===== src/rtl/tc_bus_arbiter_pkg.sv =====
// Shared encodings for the TC bus arbiter: FSM states, grant codes and the
// TC register map used by anything talking to the timer/counter port.
package tc_bus_arbiter_pkg;

    // TC device word-address width (addresses carried as [DEV_ADDR_WD:1])
    localparam int DEV_ADDR_WD = 2;

    // Arbiter sequencing states
    typedef enum logic [1:0] {
        ARB_IDLE  = 2'b00,
        ARB_ISSUE = 2'b01,
        ARB_WAIT  = 2'b10
    } arb_state_e;

    // Grant / last-grant encodings
    typedef enum logic {
        ARB_M0 = 1'b0,
        ARB_M1 = 1'b1
    } arb_gnt_e;

    // TC register word offsets
    localparam logic [DEV_ADDR_WD-1:0] TC_CTRL   = 2'd0;
    localparam logic [DEV_ADDR_WD-1:0] TC_PRESET = 2'd1;
    localparam logic [DEV_ADDR_WD-1:0] TC_COUNT  = 2'd2;
    localparam logic [DEV_ADDR_WD-1:0] TC_STATUS = 2'd3;

endpackage


===== src/rtl/tc_bus_arbiter_rr_arb2.sv =====
// Two-way round-robin pick. On a tie the master that did not win last time
// is chosen; a lone requester always wins. Purely combinational.
module tc_bus_arbiter_rr_arb2
    import tc_bus_arbiter_pkg::*;
(
    input  logic     req0_i,
    input  logic     req1_i,
    input  arb_gnt_e last_i,
    output arb_gnt_e gnt_o,
    output logic     valid_o
);

    // Select winner from the eligible set and the previous grant
    always_comb begin
        valid_o = req0_i | req1_i;
        gnt_o   = ARB_M0;
        if (req0_i && req1_i) begin
            gnt_o = (last_i == ARB_M0) ? ARB_M1 : ARB_M0;
        end else if (req1_i) begin
            gnt_o = ARB_M1;
        end else begin
            gnt_o = ARB_M0;
        end
    end

endmodule


===== src/rtl/tc_bus_arbiter.sv =====
// Shares the timer/counter port between two bus masters. Each granted access
// runs IDLE -> ISSUE (write strobe) -> WAIT (TC read register settles) and the
// captured read data is returned with a one-cycle ack. Also latches rising
// edges of the TC interrupt into a sticky pending bit.
module tc_bus_arbiter
    import tc_bus_arbiter_pkg::*;
#(
    parameter int AW = 2,
    parameter int DW = 32
) (
    input  logic          clk_i,
    input  logic          rst_i,
    input  logic          m0_req_i,
    input  logic          m0_we_i,
    input  logic [AW:1]   m0_add_i,
    input  logic [DW-1:0] m0_dat_i,
    output logic [DW-1:0] m0_dat_o,
    output logic          m0_ack_o,
    input  logic          m1_req_i,
    input  logic          m1_we_i,
    input  logic [AW:1]   m1_add_i,
    input  logic [DW-1:0] m1_dat_i,
    output logic [DW-1:0] m1_dat_o,
    output logic          m1_ack_o,
    output logic [AW:1]   tc_add_o,
    output logic          tc_we_o,
    output logic [DW-1:0] tc_dat_o,
    input  logic [DW-1:0] tc_dat_i,
    input  logic          tc_irq_i,
    input  logic          irq_ack_i,
    output logic          irq_o,
    output logic          busy_o
);

    arb_state_e    state_q, state_d;
    arb_gnt_e      last_q;
    arb_gnt_e      gnt_q;
    arb_gnt_e      arb_gnt_s;
    logic          arb_valid_s;
    logic          grant_s;
    logic          done_s;
    logic          m0_elig_s, m1_elig_s;
    logic [AW:1]   win_add_s;
    logic          win_we_s;
    logic [DW-1:0] win_dat_s;
    logic [AW:1]   tc_add_q;
    logic          tc_we_q;
    logic [DW-1:0] tc_dat_q;
    logic [DW-1:0] m0_dat_q, m1_dat_q;
    logic          m0_ack_q, m1_ack_q;
    logic          busy_q;
    logic          irq_dly_q;
    logic          irq_q;
    logic          irq_rise_s;

    // A master in its own ack cycle has already been served; ignore its req
    assign m0_elig_s = m0_req_i & ~m0_ack_q;
    assign m1_elig_s = m1_req_i & ~m1_ack_q;

    tc_bus_arbiter_rr_arb2 u_rr_arb2 (
        .req0_i  (m0_elig_s),
        .req1_i  (m1_elig_s),
        .last_i  (last_q),
        .gnt_o   (arb_gnt_s),
        .valid_o (arb_valid_s)
    );

    // Steer the winning master's request fields toward the TC registers
    always_comb begin
        if (arb_gnt_s == ARB_M1) begin
            win_add_s = m1_add_i;
            win_we_s  = m1_we_i;
            win_dat_s = m1_dat_i;
        end else begin
            win_add_s = m0_add_i;
            win_we_s  = m0_we_i;
            win_dat_s = m0_dat_i;
        end
    end

    // Next-state logic: ISSUE and WAIT each last exactly one cycle
    always_comb begin
        state_d = state_q;
        grant_s = 1'b0;
        done_s  = 1'b0;
        case (state_q)
            ARB_IDLE: begin
                if (arb_valid_s) begin
                    state_d = ARB_ISSUE;
                    grant_s = 1'b1;
                end else begin
                    state_d = ARB_IDLE;
                end
            end
            ARB_ISSUE: state_d = ARB_WAIT;
            ARB_WAIT: begin
                state_d = ARB_IDLE;
                done_s  = 1'b1;
            end
            default: state_d = ARB_IDLE;
        endcase
    end

    // State register
    always_ff @(posedge clk_i or negedge rst_i) begin
        if (!rst_i) begin
            state_q <= ARB_IDLE;
        end else begin
            state_q <= state_d;
        end
    end

    // Grant bookkeeping, TC request registers, read-data capture and acks
    always_ff @(posedge clk_i or negedge rst_i) begin
        if (!rst_i) begin
            last_q   <= ARB_M1;
            gnt_q    <= ARB_M0;
            tc_add_q <= '0;
            tc_we_q  <= 1'b0;
            tc_dat_q <= '0;
            m0_dat_q <= '0;
            m1_dat_q <= '0;
            m0_ack_q <= 1'b0;
            m1_ack_q <= 1'b0;
            busy_q   <= 1'b0;
        end else begin
            m0_ack_q <= done_s && (gnt_q == ARB_M0);
            m1_ack_q <= done_s && (gnt_q == ARB_M1);
            if (grant_s) begin
                gnt_q    <= arb_gnt_s;
                last_q   <= arb_gnt_s;
                tc_add_q <= win_add_s;
                tc_we_q  <= win_we_s;
                tc_dat_q <= win_dat_s;
                busy_q   <= 1'b1;
            end else if (state_q == ARB_ISSUE) begin
                // strobe is only valid for the ISSUE cycle
                tc_we_q <= 1'b0;
            end else if (done_s) begin
                busy_q <= 1'b0;
                if (gnt_q == ARB_M1) begin
                    m1_dat_q <= tc_dat_i;
                end else begin
                    m0_dat_q <= tc_dat_i;
                end
            end
        end
    end

    // New interrupt only on a 0->1 edge of the TC level
    assign irq_rise_s = tc_irq_i & ~irq_dly_q;

    // Sticky pending interrupt; a new edge beats a simultaneous clear
    always_ff @(posedge clk_i or negedge rst_i) begin
        if (!rst_i) begin
            irq_dly_q <= 1'b0;
            irq_q     <= 1'b0;
        end else begin
            irq_dly_q <= tc_irq_i;
            if (irq_rise_s) begin
                irq_q <= 1'b1;
            end else if (irq_ack_i) begin
                irq_q <= 1'b0;
            end else begin
                irq_q <= irq_q;
            end
        end
    end

    assign tc_add_o = tc_add_q;
    assign tc_we_o  = tc_we_q;
    assign tc_dat_o = tc_dat_q;
    assign m0_dat_o = m0_dat_q;
    assign m1_dat_o = m1_dat_q;
    assign m0_ack_o = m0_ack_q;
    assign m1_ack_o = m1_ack_q;
    assign busy_o   = busy_q;
    assign irq_o    = irq_q;

endmodule

===== config.mk =====
export PLATFORM = sky130hd
export DESIGN_NAME = tc_bus_arbiter
export DESIGN_NICKNAME = d
export VERILOG_FILES = /design/src/rtl/tc_bus_arbiter_pkg.sv /design/src/rtl/tc_bus_arbiter_rr_arb2.sv /design/src/rtl/tc_bus_arbiter.sv
export SDC_FILE = /design/constraint.sdc
export NUM_CORES = 1
export LEC_CHECK = 0
export ABC_AREA = 1
export BUFFER_PORTS_ARGS = -buffer_cell sky130_fd_sc_hd__buf_2
export CAP_MARGIN = 10
export CORE_MARGIN = 5
export CORE_UTILIZATION = 45
export DETAILED_ROUTE_END_ITERATION = 8
export PLACE_DENSITY = 0.87
export REMOVE_ABC_BUFFERS = 1
export SETUP_SLACK_MARGIN = 0.3
export SLEW_MARGIN = 15
export SYNTH_ARGS = -nofsm -noshare
export SYNTH_HDL_FRONTEND = slang
export SYNTH_SLANG_ARGS = --single-unit

===== constraint.sdc =====
create_clock -name clk_i -period 3.4 [get_ports clk_i]
set_input_delay 0.68 -clock clk_i [delete_from_list [all_inputs] [get_ports clk_i]]
set_output_delay 0.68 -clock clk_i [all_outputs]
set_load 0.01 [all_outputs]

### Word level (Yosys, flattened, before mapping)

Index checks and enable logic that the tools add are counted.

* $add $sub $neg: 0
* multipliers: 0
* divide/modulo/power cells: 0
* magnitude comparators: 0
* eq/ne operators: 3
* shift operators: 0
* mux-type cells: 18
* bitwise gates (word level): 10
* reduce and logical (&&, ||, !) cells: 10

Operators by type and width (count)
* $mux W32: 1
* $mux W1: 15
* $reduce_and A4 Y1: 2
* $not A1 Y1: 6
* $reduce_bool A2 Y1: 3
* $pmux W2 S2: 1
* $and A1 B1 Y1: 3
* $logic_and A1 B1 Y1: 3
* $eq A2 B1 Y1 const B: 1
* $eq A2 B2 Y1 const B: 1
* $logic_not A2 Y1: 1
* $mux W2: 1
* $ne A2 B2 Y1 const B: 1
* $reduce_and A2 Y1: 1
* $or A1 B1 Y1: 1

* register bits: 108
* bits in latches: 0
* RAM bits: 0
* memory bits (read-only): 0
* bits of input ports: 108
* output and inout bits: 103
* word-level logic and storage cells: 54
* memories: 0

### Longest topological paths before layout

* depth after elaboration: 7
* depth in mapped cells: 7

### By module

From an unflattened synthesis, not the netlist that was laid out.

* cells, all modules: 574
* area, all modules: 4588.2 µm²

Modules (own cells, without submodules)
* tc_bus_arbiter: instances 1, cells each 571, area an instance 4573.1 µm²
* tc_bus_arbiter_rr_arb2: instances 1, cells each 3, area an instance 15.0 µm²

### Worst setup path before layout

No wires, ideal clock.

* path kind: in2reg
* start point: input m0_req_i
* end point: register tc_dat_q[15] (netlist: tc_dat_o[15])
* library setup time: 118 ps
* arrival time: 1330 ps
* required time: 3282 ps
* path slack: 1953 ps
* cell stages on the path: 6
* path buffers: 1
* path through: nand3_2 nand2_2 buf_2 nand2_1 nand3_1 nand2_1

* longest elaborated chain between the ends: 4

Ends and longest elaborated chain
* start: declaration: line tc_bus_arbiter.sv:13 `input logic m0_req_i,`
* $and A1 B1 Y1 *: line tc_bus_arbiter.sv:57 `assign m0_elig_s = m0_req_i & ~m0_ack_q;`
* $or A1 B1 Y1 or $logic_and A1 B1 Y1 (tied branches): line tc_bus_arbiter_rr_arb2.sv:15, tc_bus_arbiter_rr_arb2.sv:17
* $mux W1, on equally long branches: line tc_bus_arbiter.sv:88, tc_bus_arbiter_rr_arb2.sv:17
* $mux W1 or $mux W32 (tied branches): line tc_bus_arbiter.sv:86, tc_bus_arbiter.sv:70
* end signal: assignment: line tc_bus_arbiter.sv:134 `tc_dat_q <= win_dat_s;`
* end: declaration: line tc_bus_arbiter.sv:48 `logic [DW-1:0] tc_dat_q;`

Every way passes the cells marked *; elsewhere a longest branch is shown, timed or not.
A chain may end at the register's enable or synchronous reset.

### Worst setup path in the final report

* start point: register last_q
* end point: register gnt_q

* longest elaborated chain between the ends: 2

Ends and longest elaborated chain
* start: declaration: line tc_bus_arbiter.sv:36 `arb_gnt_e last_q;`
* start signal: assignment: line tc_bus_arbiter.sv:131 `last_q <= arb_gnt_s;`
* $mux W1: line tc_bus_arbiter_rr_arb2.sv:18 `gnt_o = (last_i == ARB_M0) ? ARB_M1 : ARB_M0;`
* $mux W1: line tc_bus_arbiter_rr_arb2.sv:17 `if (req0_i && req1_i) begin`
* end signal: assignment: line tc_bus_arbiter.sv:130 `gnt_q <= arb_gnt_s;`
* end: declaration: line tc_bus_arbiter.sv:37 `arb_gnt_e gnt_q;`

No other way between the ends.

==> impl_metrics.yaml <==
sta:
  hold_violations: 0
  relSlewSlack_pct: 33.8
  setup_viol: 0
  timing.final.crit_period_ps: 1900
  worst_slack_ps: 1500
  rsz0062_at_grt: "false"
  clock.fmax_mhz: 527
  skew_ps: 18.1
  setup_tns_ps: 0
  worst_pin_slew_ps: 989
  slew_viol_final: 0
  fin_crit_sh_pct: 55.8
floorplan:
  die_x_um: 112
  io_pins: 211
  initial_core_util_pct: 45.8
  die_h_um: 112
  die-area_um2: 12600
  core_area_um2: 10300
  rows: 37
yosys:
  syn-instance-count: 575
  synth_top_family_by_area: "simple AND/OR/NAND/NOR gates"
  ys_ff_latch: 108
  ys_seq_area_share_pct: 57.4
  syn_area_um2: 4710
  yosys.area_share.simple_pct: 22.7
  synth_xor_area_share_pct: 0
  synth-compound-area-share_pct: 7.33
  syn_area_per_cell_um2: 8.19
  ys_warn_count: 0
  synth.distinct_cells: 17
  synthAdderAreaFrac_pct: 0
  yosys-mux-area-fraction_pct: 0
clock_network:
  clkTransAtPathRegs_ps: 120
  ctsHtreeMaxLevel: 3
  postCtsHoldBufs: 0
  numClockSinks: 108
  post-cts-setup-buffers: 0
  cts_tree: "done"
  cts_resized: 0
  clock_path_buffers: 2
  clk_latency_ps: 370
  clockRootBuffer: "clkbuf_8"
  cts_made_buffers: 9
power_and_ir_drop:
  seqPwrFrac_pct: 42.7
  p_switching_w: 0.00223
  pwr-share-comb_pct: 42.8
  power-per-cell-area_nw_per_um2: 880
  sw_frac_of_total_pct: 42.1
  p_leak_nw: 3.68
  clockPowerShare_pct: 14.5
  power.internal_w: 0.00306
  ir_worst_vdd_mv: 0.557
setup_path:
  crit_slowest_cell: "dfstp_2"
  crit_arrival_ps: 2130
  critPathRequiredTime_ps: 3630
  crit_type: "flip-flop to flip-flop"
  cp_max_fo: 36
  end_kind: "flip-flop"
  path_cells: "nand3_2, buf_4, nand2_2, inv_1, nand2_1, o21ai_0"
  slowest_delay_ps: 560
  cp-start-kind: "flip-flop"
finish:
  area_growth_pct: 27.7
  drive_above_1_share_pct: 30.8
  fin_nets: 878
  fin_area_um2: 6010
  post-route-util_pct: 58.5
  antenna_cells: 0
global_route:
  grtUsageMet3_pct: 8.09
  busiest_layer: "met2"
  grtUsageMet2_pct: 29.2
  grt_pass1_vias: 4036
  grt_first_pass_wirelength_um: 19500
  met1_usage_pct: 24.0
  gr-usage-all-layers_pct: 18.6
  grt_max_degree: 66
  antenna_found_initial: 0
  grt_overflow_total: 0
route:
  vias: 4244
  final_antenna_net_count: 0
  vias_per_cell: 4.66
  dr.first_iter.drc_count: 375
  post_drt_wl_per_cell_um: 13.2
  drt-total-wl_um: 12000
  first_pass_iters: 6
  drc: 0
min_path:
  holdCritPathClass: "input port to async pin"
placed_design:
  dp_hpwl_um: 8660
  numPortBuffers: 210
  place_area_um2: 5820
  pre_cts_ws_ps: 1250
  gp_congestion: 0.861
run:
  drv_cap: 0
outcome:
  status: "finished, final reports clean"
critical path: cells and delay by family, from the launching register on:
kind | cells | cell delay [ps]
simple gates | 3 | 730
flops | 1 | 560
buf+inv | 2 | 330
compound gates | 1 | 90
state kept, by name (all words and copies together), names as in the netlist:
signal,count
tc_dat_o,32
tc_we_o,1
m1_ack_o,1
irq_dly_q,1
m1_dat_o,32
irq_o,1
busy_o,1
gnt_q,1
last_q,1
state_q,2
m0_ack_o,1
tc_add_o,2
m0_dat_o,32
cell usage after synthesis (all sizes together):
master,n,area share [%]
clkbuf,9,0.82
o22ai,1,0.13
o21ai,66,7.0
dfrtp,107,57
nand2,180,14
a21oi,1,0.19
dfstp,1,0.56
buf,21,2.6
inv,114,9.1
nand3,73,8.0
nor2,2,0.37
through the flow:
| stage | cells | power, W | hold slack (ps) |
|---|---|---|---|
| 2_1_floorplan | 545 | 0.00350 | 384 |
| 3_3_place_gp | 895 | 0.00446 | 422 |
| 3_5_place_dp | 895 | 0.00457 | 438 |
| 4_1_cts | 911 | 0.00535 | 357 |
| 5_1_grt | 911 | 0.00574 | 375 |
| 6_report | 911 | 0.00529 | 329 |
per-layer routing:
layer	vias to the layer above	routed length, µm
li1	2123	-
met1	1907	4990
met2	196	5340
met3	18	1480
met4	0	193
met5	-	0
layout by cell type (no fill, tap or decap):
cell type,instances
o22ai_1,1
inv_1,113
clkinv_4,1
dfrtp_1,107
nand2_2,3
clkbuf_1,1
nand3_1,71
buf_2,209
buf_4,4
clkinv_8,2
nand3_2,2
nand2_1,177
buf_12,1
nor2_2,1
o21ai_0,66
nor2_4,1
inv_2,1
inv_6,3
dfstp_2,1
clkbuf_8,9
a21oi_2,1
power groups by stage:
stage | clock [W] | combinational, W | sequential (W)
2_1_floorplan | 0 | 0.000966 | 0.00253
3_3_place_gp | 0 | 0.00221 | 0.00225
3_5_place_dp | 0 | 0.00231 | 0.00225
4_1_cts | 0.000802 | 0.00230 | 0.00225
5_1_grt | 0.000863 | 0.00255 | 0.00233
6_report | 0.000770 | 0.00226 | 0.00226
path summary, 6_finish.rpt:
path / start / endpoint / slack (ps) / cells after the start
worst max-delay path: last_q / gnt_q / 1500 / 6
worst min-delay path: rst_i / m0_dat_o[23] / 330 / 1
worst max register to register: last_q / gnt_q / 1500 / 6
worst min register to register: irq_dly_q / irq_o / 450 / 1
max in group asynchronous: rst_i / tc_dat_o[30] / 2310 / 2
min in group clk_i: tc_irq_i / irq_dly_q / 440 / 1
cell type report:
cell class / count / area (µm²)
inverters: 114 / 428
repair buffers: 214 / 1100
multi-input cells: 323 / 1420
clock buffers: 10 / 128
fillers: 914 / 4260
flip-flops and latches: 108 / 2700
well taps: 136 / 170
clock inverters: 6 / 67.6
kinds of logic (layout without fill, tap and decap cells):
kind of cell,after synthesis,count (layout)
buffers and inverters,144,344
flip-flops,108,108
AND/OR/NAND/NOR,255,255
AO/OA/AOI/OAI,68,68
No activity file was read; power rests on OpenSTA's default activity.
